File: config.mk
export PLATFORM = sky130hd
export DESIGN_NAME = and2_scoreboard_flat
export DESIGN_NICKNAME = d
export VERILOG_FILES = /design/src/rtl/and2_scoreboard_if.sv /design/src/rtl/and2_scoreboard.sv /design/src/flat_wrapper.sv
export SDC_FILE = /design/constraint.sdc
export NUM_CORES = 1
export LEC_CHECK = 0
export CORE_UTILIZATION = 40
export CTS_BUF_LIST = sky130_fd_sc_hd__clkbuf_4 sky130_fd_sc_hd__clkbuf_8
export CTS_CLUSTER_DIAMETER = 80
export DETAILED_ROUTE_END_ITERATION = 8
export HOLD_SLACK_MARGIN = 0.15
export PLACE_DENSITY = 0.66
export SLEW_MARGIN = 20
export SYNTH_ARGS = -nofsm -noshare
export SYNTH_HDL_FRONTEND = slang
export SYNTH_SLANG_ARGS = --single-unit
File: constraint.sdc
create_clock -name i_clk -period 4.8 [get_ports i_clk]
set_input_delay 0.96 -clock i_clk [delete_from_list [all_inputs] [get_ports i_clk]]
set_output_delay 0.96 -clock i_clk [all_outputs]
set_load 0.01 [all_outputs]
File: src/rtl/and2_scoreboard_if.sv
// rtl/and2_scoreboard_if.sv - stimulus/response and status bundle for the and2 response checker
interface and2_scoreboard_if #(
    parameter int WIDTH = 2,
    parameter int CNT_W = 8
);
    logic             start;
    logic [CNT_W-1:0] num_vectors;
    logic             in_valid;
    logic [WIDTH-1:0] a;
    logic [WIDTH-1:0] b;
    logic [WIDTH-1:0] y;
    logic             busy;
    logic             done;
    logic             pass;
    logic [CNT_W-1:0] pass_cnt;
    logic [CNT_W-1:0] fail_cnt;
    logic [WIDTH-1:0] first_fail_a;
    logic [WIDTH-1:0] first_fail_b;
    logic [WIDTH-1:0] first_fail_y;

    modport master (
        output start, num_vectors, in_valid, a, b, y,
        input  busy, done, pass, pass_cnt, fail_cnt,
        input  first_fail_a, first_fail_b, first_fail_y
    );

    modport slave (
        input  start, num_vectors, in_valid, a, b, y,
        output busy, done, pass, pass_cnt, fail_cnt,
        output first_fail_a, first_fail_b, first_fail_y
    );
endinterface

File: src/rtl/and2_scoreboard.sv
// rtl/and2_scoreboard.sv - checks returned y against a & b, counts pass/fail, captures first mismatch
module and2_scoreboard #(
    parameter int WIDTH = 2,
    parameter int CNT_W = 8
) (
    input  logic               i_clk,
    input  logic               i_rst,
    and2_scoreboard_if.slave   s_if
);
    typedef enum logic [1:0] {
        S_IDLE = 2'd0,
        S_RUN  = 2'd1,
        S_DONE = 2'd2
    } state_t;

    localparam logic [CNT_W-1:0] CNT_MAX = '1;

    state_t           r_state;
    state_t           w_next_state;

    logic [CNT_W-1:0] r_num;
    logic [CNT_W-1:0] r_vec_cnt;
    logic [CNT_W-1:0] r_pass_cnt;
    logic [CNT_W-1:0] r_fail_cnt;
    logic             r_cmp_valid;
    logic [WIDTH-1:0] r_cmp_a;
    logic [WIDTH-1:0] r_cmp_b;
    logic [WIDTH-1:0] r_cmp_y;
    logic [WIDTH-1:0] r_ff_a;
    logic [WIDTH-1:0] r_ff_b;
    logic [WIDTH-1:0] r_ff_y;

    logic             w_launch;
    logic             w_accept;
    logic             w_match;
    logic             w_all_compared;

    // start is only honoured outside RUN; samples are only taken inside RUN
    assign w_launch       = (r_state != S_RUN) && s_if.start;
    assign w_accept       = (r_state == S_RUN) && s_if.in_valid && (r_vec_cnt != r_num);
    assign w_match        = (r_cmp_y == (r_cmp_a & r_cmp_b));
    assign w_all_compared = (r_vec_cnt == r_num) && !r_cmp_valid;

    always_ff @(posedge i_clk) begin
        if (i_rst) begin
            r_state <= S_IDLE;
        end else begin
            r_state <= w_next_state;
        end
    end

    always_comb begin
        w_next_state = r_state;
        case (r_state)
            S_IDLE:  if (s_if.start) w_next_state = S_RUN;
            S_RUN:   if (w_all_compared) w_next_state = S_DONE;
            S_DONE:  if (s_if.start) w_next_state = S_RUN;
            default: w_next_state = S_IDLE;
        endcase
    end

    always_comb begin
        s_if.busy = 1'b0;
        s_if.done = 1'b0;
        case (r_state)
            S_RUN:   s_if.busy = 1'b1;
            S_DONE:  s_if.done = 1'b1;
            default: ;
        endcase
        s_if.pass = (r_state == S_DONE) && (r_fail_cnt == '0);
    end

    // Compare stage sits one edge behind acceptance; the FSM waits for it to drain
    always_ff @(posedge i_clk) begin
        if (i_rst) begin
            r_num       <= '0;
            r_vec_cnt   <= '0;
            r_pass_cnt  <= '0;
            r_fail_cnt  <= '0;
            r_cmp_valid <= 1'b0;
            r_cmp_a     <= '0;
            r_cmp_b     <= '0;
            r_cmp_y     <= '0;
            r_ff_a      <= '0;
            r_ff_b      <= '0;
            r_ff_y      <= '0;
        end else begin
            r_cmp_valid <= w_accept;
            if (w_accept) begin
                r_cmp_a   <= s_if.a;
                r_cmp_b   <= s_if.b;
                r_cmp_y   <= s_if.y;
                r_vec_cnt <= r_vec_cnt + 1'b1;
            end
            if (w_launch) begin
                r_num      <= s_if.num_vectors;
                r_vec_cnt  <= '0;
                r_pass_cnt <= '0;
                r_fail_cnt <= '0;
                r_ff_a     <= '0;
                r_ff_b     <= '0;
                r_ff_y     <= '0;
            end else if (r_cmp_valid) begin
                if (w_match) begin
                    if (r_pass_cnt != CNT_MAX) r_pass_cnt <= r_pass_cnt + 1'b1;
                end else begin
                    if (r_fail_cnt == '0) begin
                        r_ff_a <= r_cmp_a;
                        r_ff_b <= r_cmp_b;
                        r_ff_y <= r_cmp_y;
                    end
                    if (r_fail_cnt != CNT_MAX) r_fail_cnt <= r_fail_cnt + 1'b1;
                end
            end
        end
    end

    assign s_if.pass_cnt     = r_pass_cnt;
    assign s_if.fail_cnt     = r_fail_cnt;
    assign s_if.first_fail_a = r_ff_a;
    assign s_if.first_fail_b = r_ff_b;
    assign s_if.first_fail_y = r_ff_y;
endmodule

File: src/flat_wrapper.sv
// flat-port wrapper written by rule: the top's interface ports become plain ports
module and2_scoreboard_flat 
#(
    parameter int WIDTH = 2,
    parameter int CNT_W = 8
)
  (i_clk, i_rst, s_if_start, s_if_num_vectors, s_if_in_valid, s_if_a, s_if_b, s_if_y, s_if_busy, s_if_done, s_if_pass, s_if_pass_cnt, s_if_fail_cnt, s_if_first_fail_a, s_if_first_fail_b, s_if_first_fail_y);
  and2_scoreboard_if #(.WIDTH(WIDTH), .CNT_W(CNT_W)) s_if_i ();
  input  logic i_clk;
  input  logic i_rst;
  input wire logic [$bits(s_if_i.start)-1:0] s_if_start;
  input wire logic [$bits(s_if_i.num_vectors)-1:0] s_if_num_vectors;
  input wire logic [$bits(s_if_i.in_valid)-1:0] s_if_in_valid;
  input wire logic [$bits(s_if_i.a)-1:0] s_if_a;
  input wire logic [$bits(s_if_i.b)-1:0] s_if_b;
  input wire logic [$bits(s_if_i.y)-1:0] s_if_y;
  output wire logic [$bits(s_if_i.busy)-1:0] s_if_busy;
  output wire logic [$bits(s_if_i.done)-1:0] s_if_done;
  output wire logic [$bits(s_if_i.pass)-1:0] s_if_pass;
  output wire logic [$bits(s_if_i.pass_cnt)-1:0] s_if_pass_cnt;
  output wire logic [$bits(s_if_i.fail_cnt)-1:0] s_if_fail_cnt;
  output wire logic [$bits(s_if_i.first_fail_a)-1:0] s_if_first_fail_a;
  output wire logic [$bits(s_if_i.first_fail_b)-1:0] s_if_first_fail_b;
  output wire logic [$bits(s_if_i.first_fail_y)-1:0] s_if_first_fail_y;
  assign s_if_i.start = s_if_start;
  assign s_if_i.num_vectors = s_if_num_vectors;
  assign s_if_i.in_valid = s_if_in_valid;
  assign s_if_i.a = s_if_a;
  assign s_if_i.b = s_if_b;
  assign s_if_i.y = s_if_y;
  assign s_if_busy = s_if_i.busy;
  assign s_if_done = s_if_i.done;
  assign s_if_pass = s_if_i.pass;
  assign s_if_pass_cnt = s_if_i.pass_cnt;
  assign s_if_fail_cnt = s_if_i.fail_cnt;
  assign s_if_first_fail_a = s_if_i.first_fail_a;
  assign s_if_first_fail_b = s_if_i.first_fail_b;
  assign s_if_first_fail_y = s_if_i.first_fail_y;
  and2_scoreboard #(.WIDTH(WIDTH), .CNT_W(CNT_W)) u_core (.i_clk(i_clk), .i_rst(i_rst), .s_if(s_if_i));
endmodule
==> flow_summary.json, run 1 <==
{
  "num_rows": 26,
  "synth_top_cell_by_area": "dfxtp_1",
  "finClkSkew_ns": 0.00317,
  "cts_hold_buf": 0,
  "core_area_mm2": 0.00517,
  "async_flop_share": 0,
  "fmax_mhz": 350,
  "syn_area_mm2": 0.00217,
  "synth_edf_count": 0,
  "rsz0062_at_grt": "no",
  "postRouteAntennaNets": 0,
  "drv_cap": 0,
  "gp_congestion": 0.769,
  "dieWidth_um": 75.6,
  "drcViolationCount": 0,
  "power.density_mw_per_mm2": 271,
  "peakVddDrop_mv": 0.155,
  "synth_seq_cells": 47,
  "num-nets-final": 323,
  "postCtsSetupBuffers": 0,
  "critPathKind": "reg -> out",
  "yosys.area.top_type_share": 0.434,
  "finalNonFillerCells": 372,
  "cts-root-buf": "clkbuf_8",
  "crit_chain": "nor4_1 -> nand3_1 -> nor2_1 -> clkdlybuf4s50_1",
  "timing.final.crit_period_ns": 2.86,
  "slew_headroom": 0.362,
  "worst_setup_path_start_kind": "flip-flop",
  "pwr-share-comb": 0.094,
  "holdCritPathClass": "reg -> reg",
  "vias_per_cell": 5.10,
  "antenna_found_initial": 0,
  "grt_pass1_vias": 1673,
  "hpwl_mm": 3.25,
  "cts_buffer_depth": 2,
  "grt_overflow": 0,
  "slowest_stage": "clkdlybuf4s50_1",
  "dp_cells": 364,
  "path_max_fanout": 6,
  "fin_crit_sh": 0.596,
  "die-area_mm2": 0.00572,
  "cts_resized": 0,
  "leakage_nw": 0.895,
  "finalInstanceArea_mm2": 0.00273,
  "cts_tree": "done",
  "cpPeakStageDelay_ns": 0.54,
  "p_int_mw": 0.568,
  "grt_start_max_net_pins": 25,
  "vias": 1898,
  "swShare": 0.233,
  "hold_depth": 2,
  "num-fill-cells": 488,
  "outcome": "finished clean",
  "syn-num-nets": 286,
  "ys_seq_area_frac": 0.434,
  "finalSetupTns_ns": 0,
  "required_ns": 3.84,
  "worst_pin_slew_ns": 0.957,
  "finalSetupViolations": 0,
  "clock_sinks": 47,
  "regArea_um2": 941,
  "yosys.cell_count.top_type": "dfxtp_1",
  "htreeDepth": 2,
  "p_seq_frac": 0.549,
  "clockPowerShare": 0.356,
  "grt_pass1_wl_mm": 7.38,
  "drt-initial-drc-count": 79,
  "switchingPower_mw": 0.173,
  "worst-path-buf-inv": 1,
  "io_buffers": 42,
  "multi_input_area_mm2": 0.00114,
  "yosysWarnings": 0,
  "start_util": 0.419,
  "path_delay_family": "simple AND/OR/NAND/NOR gates",
  "netlist_instances": 264,
  "reg2reg_depth": 4,
  "synth.area.top_cells": "dfxtp_1 43%, xnor2_1 7.3%, nand3_1 6.7%, a21oi_1 6.0%, nand2_1 5.7%",
  "worstSetupEndpointType": "output pin",
  "dr.pass1.iters": 4,
  "drive_above_1_share": 0.0464,
  "synth.avg_cell_area_um2": 8.21,
  "critPathArrivalTime_ns": 1.90,
  "synth_flop_cell": "dfxtp_1",
  "fin_util": 0.528,
  "cp.depth": 4,
  "hold_violations": 0,
  "cts_inserted_buffers": 5,
  "dpl_cell_area_mm2": 0.00263,
  "clk_pin_slew_worst_paths_ns": 0.08,
  "gr-usage-all-layers": 0.171,
  "die_h_um": 75.6,
  "synthTopCellsByCount": "47 x dfxtp_1, 33 x nand2_1, 29 x nand3_1, 26 x a21oi_1, 21 x nor2_1",
  "synth_cell_types": 38,
  "drt-total-wl_mm": 4.63,
  "clkLatencyLatePin_ns": 0.30,
  "n_antenna_cell": 0,
  "syn_to_final_growth_pct": 25.9,
  "maxSlewViolCount": 0,
  "ioPinCount": 43,
  "routedWlPerCell_um": 12.4
}
[worst register-to-register path, delay by kind of cell (launching register included)]
kind	cells	cell delay [ns]
AO/OA/AOI/OAI	1	0.41
flip-flops	1	0.31
AND/OR/NAND/NOR	3	1.24
[placed cells by master, fill, tap and decap left out, types with 2 or more instances in the layout]
master	instances
clkdlybuf4s50_1	42
a21oi_1	26
a21boi_1	2
or3_1	8
xnor2_1	18
nand2b_1	4
ha_1	4
inv_1	8
nor3_1	6
and3b_1	2
o21ai_0	11
nand3_1	29
dfxtp_1	47
o21ai_1	6
clkbuf_8	7
nor4_2	2
nand2_1	33
nand4_1	4
and3_1	2
nor2_1	21
nor4_1	2
[flip-flops by register name (all words and copies together), names as in the netlist]
signal and flops:
u_core.s_if.fail_cnt 8, u_core.r_cmp_b 2, u_core.r_cmp_a 2, u_core.s_if.first_fail_a 2
u_core.r_num 8, u_core.r_cmp_valid 1, u_core.r_state 2, u_core.s_if.first_fail_y 2
u_core.s_if.pass_cnt 8, u_core.r_vec_cnt 8, u_core.r_cmp_y 2, u_core.s_if.first_fail_b 2
[metrics by stage]
step / worst slack, ns / total power [mW] / hold slack [ns]
after detailed placement: 1.77 / 0.486 / 0.444
after CTS: 1.93 / 0.750 / 0.456
after global placement: 1.82 / 0.485 / 0.435
after global routing: 1.75 / 0.775 / 0.486
final: 1.94 / 0.740 / 0.452
after floorplan: 2.80 / 0.459 / 0.449
[final timing paths]
check,start,to,slack [ns]
setup / recovery,u_core.s_if.fail_cnt[3]$_SDFFE_PP0P_,s_if_pass,1.94
hold / removal,u_core.s_if.first_fail_a[1]$_SDFFE_PP0P_,u_core.s_if.first_fail_a[1]$_SDFFE_PP0P_,0.45
setup reg to reg,u_core.r_state[1]$_SDFFE_PP0P_,u_core.s_if.pass_cnt[6]$_SDFFE_PP0P_,2.75
hold reg to reg,u_core.s_if.first_fail_a[1]$_SDFFE_PP0P_,u_core.s_if.first_fail_a[1]$_SDFFE_PP0P_,0.45
[cells by family (layout without fill, tap and decap cells)]
kind of cell,Yosys count,count (layout),synth area share
buffers and inverters,22,60,0.0421
adders and majority gates,4,4,0.0231
xor gates and xnor gates,19,19,0.0767
and+or+nand+nor,118,118,0.272
DFF,47,47,0.434
AOI/OAI and AO/OA,54,54,0.152
[power by group through the flow]
stage               Clock, mW  Sequential (mW)  Combinational (mW)
floorplan                   0            0.414              0.0452
global placement            0            0.416              0.0693
detailed placement          0            0.416              0.0702
CTS                     0.272            0.407              0.0704
global route            0.290            0.408              0.0771
finish                  0.264            0.407              0.0699
[routing by layer]
layer  vias up  GRT usage  routed length, um
met3         4     0.0397                224
li1        992          -                  -
met2        49      0.278               2020
met5         -          0                  0
met4         0     0.0679                 43
met1       853      0.219               2340
[cell type report]
| type | instances | area share |
|---|---|---|
| inverters | 9 | 0.0124 |
| flip-flops and latches | 47 | 0.345 |
| well taps | 70 | 0.0321 |
| multi-input cells | 195 | 0.416 |
| repair buffers | 43 | 0.157 |
| clock buffers | 8 | 0.0380 |
(Power assumes the default switching activity.)
==> inputs of run 2 (changes only) <==
==> constraint.sdc (replaced) <==
create_clock -name i_clk -period 3 [get_ports i_clk]
set_input_delay 0.6 -clock i_clk [delete_from_list [all_inputs] [get_ports i_clk]]
set_output_delay 0.6 -clock i_clk [all_outputs]
set_load 0.01 [all_outputs]
==> run 2 against run 1 <==
Compared with the run above: non-clock buffer count up 4; via count up 0.84%; first-iteration DRC count down 22%; sequential share of layout area down 0.17 points; wire length up 0.50%; critical path depth unchanged; largest cell class unchanged; sequential power up 60%; final area up 0.50%; clock skew up 0.0073 ns; worst setup slack worse by 1.4 ns.
==> flow_summary.json, run 2 (synthesis gave the netlist of run 1 again) <==
{
  "num-nets-final": 327,
  "worst_setup_path_start_kind": "flip-flop",
  "final_common_cell": "dfxtp_1",
  "critPathKind": "reg -> out",
  "leakage_nw": 0.906,
  "layout_setup_ws_ns": 0.506,
  "die-area_mm2": 0.00572,
  "ioPinCount": 43,
  "grt_start_max_net_pins": 25,
  "drv_cap": 0,
  "finalNonFillerCells": 375,
  "vias_per_cell": 5.10,
  "switchingPower_mw": 0.273,
  "gp_congestion": 0.780,
  "finClkSkew_ns": 0.0104,
  "cts_inserted_buffers": 5,
  "grt_pass1_vias": 1713,
  "postCtsSetupBuffers": 0,
  "hpwl_mm": 3.34,
  "routedWlPerCell_um": 12.4,
  "hold_violations": 0,
  "cts_buffer_depth": 2,
  "critPathArrivalTime_ns": 1.89,
  "clock_sinks": 47,
  "power.density_mw_per_mm2": 418,
  "clk_pin_slew_worst_paths_ns": 0.08,
  "multi_input_area_mm2": 0.00114,
  "rsz0062_at_grt": "no",
  "grt_pass1_wl_mm": 7.62,
  "p_int_mw": 0.874,
  "swShare": 0.238,
  "outcome": "finished clean",
  "antenna_found_initial": 0,
  "dieWidth_um": 75.6,
  "finalHoldWorstSlack_ns": 0.450,
  "cts-root-buf": "clkbuf_8",
  "vias": 1914,
  "fin_crit_sh": 0.831,
  "pwr-share-comb": 0.103,
  "clkLatencyLatePin_ns": 0.29,
  "regArea_um2": 941,
  "die_h_um": 75.6,
  "finalSetupViolations": 0,
  "io_buffers": 42,
  "maxSlewViolCount": 0,
  "clockPowerShare": 0.330,
  "finalSetupTns_ns": 0,
  "num-fill-cells": 503,
  "p_seq_frac": 0.567,
  "num_rows": 26,
  "reg2reg_depth": 6,
  "hold_depth": 2,
  "drive_above_1_share": 0.0557,
  "postRouteAntennaNets": 0,
  "path_max_fanout": 6,
  "core_area_mm2": 0.00517,
  "worst_pin_slew_ns": 0.708,
  "dp_cells": 367,
  "grt_overflow": 0,
  "start_util": 0.419,
  "holdCritPathClass": "reg -> reg",
  "drt-initial-drc-count": 62,
  "power.total_mw": 1.15,
  "syn_to_final_growth_pct": 26.5,
  "fmax_mhz": 401,
  "dr.pass1.iters": 4,
  "required_ns": 2.40,
  "htreeDepth": 2,
  "cts_hold_buf": 0,
  "slew_headroom": 0.526,
  "gr-usage-all-layers": 0.177,
  "cts_tree": "done",
  "worstSetupEndpointType": "output pin",
  "timing.final.crit_period_ns": 2.49,
  "dp_slack_ns": 0.683,
  "drt-total-wl_mm": 4.65,
  "peakVddDrop_mv": 0.177,
  "n_antenna_cell": 0,
  "drcViolationCount": 0,
  "cts_resized": 0,
  "final_cell_mix": "47 x dfxtp_1, 42 x clkdlybuf4s50_1, 33 x nand2_1"
}
## run 2: changes by cell type in the layout (fill, tap and decap cells not counted)
| cell | delta |
|---|---|
| clkinv_2 | +1 |
| buf_4 | +4 |
| clkbuf_8 | -1 |
| clkbuf_4 | -1 |
## run 2: worst paths after layout
check / from / end / slack [ns]
worst max-delay path: u_core.s_if.fail_cnt[3]$_SDFFE_PP0P_ / s_if_pass / 0.51
worst min-delay path: u_core.s_if.first_fail_b[1]$_SDFFE_PP0P_ / u_core.s_if.first_fail_b[1]$_SDFFE_PP0P_ / 0.45
worst max register to register: u_core.r_state[1]$_SDFFE_PP0P_ / u_core.r_vec_cnt[5]$_SDFFE_PP0P_ / 1.03
worst min register to register: u_core.s_if.first_fail_b[1]$_SDFFE_PP0P_ / u_core.s_if.first_fail_b[1]$_SDFFE_PP0P_ / 0.45
## run 2: power by group through the flow
stage	Clock [mW]	Combinational [mW]	Sequential, mW
floorplan	0	0.0723	0.662
CTS	0.394	0.118	0.651
global placement	0	0.116	0.665
global route	0.419	0.131	0.653
detailed placement	0	0.117	0.665
finish	0.378	0.118	0.651
## run 2: metal layers
layer  GRT usage  up-vias  wire length, um  part of all wire
met4      0.0514        0               35            0.0075
met5           0        -                0                 0
met3      0.0450        2              183             0.039
met2       0.292       38             2090              0.45
met1       0.229      877             2340              0.50
li1            -      997                -                 -
## run 2: final cells by class
class,count,area share
Clock inverter,1,0.00182
Tap cell,70,0.0319
Sequential cell,47,0.343
Timing Repair Buffer,47,0.167
Inverter,9,0.0123
Clock buffer,6,0.0301
Multi-Input combinational cell,195,0.414
## run 2: worst max-delay path, stage by stage, from the launching register on
cell	delay, ns
dfxtp_1	0.38
nor4_1	0.34
nand3_1	0.20
nor2_1	0.15
clkdlybuf4s50_1	0.54
## run 2: through the flow
stage | area (um2) | utilization
final | 2740 | 0.530
after global routing | 2740 | 0.530
after CTS | 2740 | 0.529
after detailed placement | 2650 | 0.512
after global placement | 2650 | 0.512
after floorplan | 2170 | -
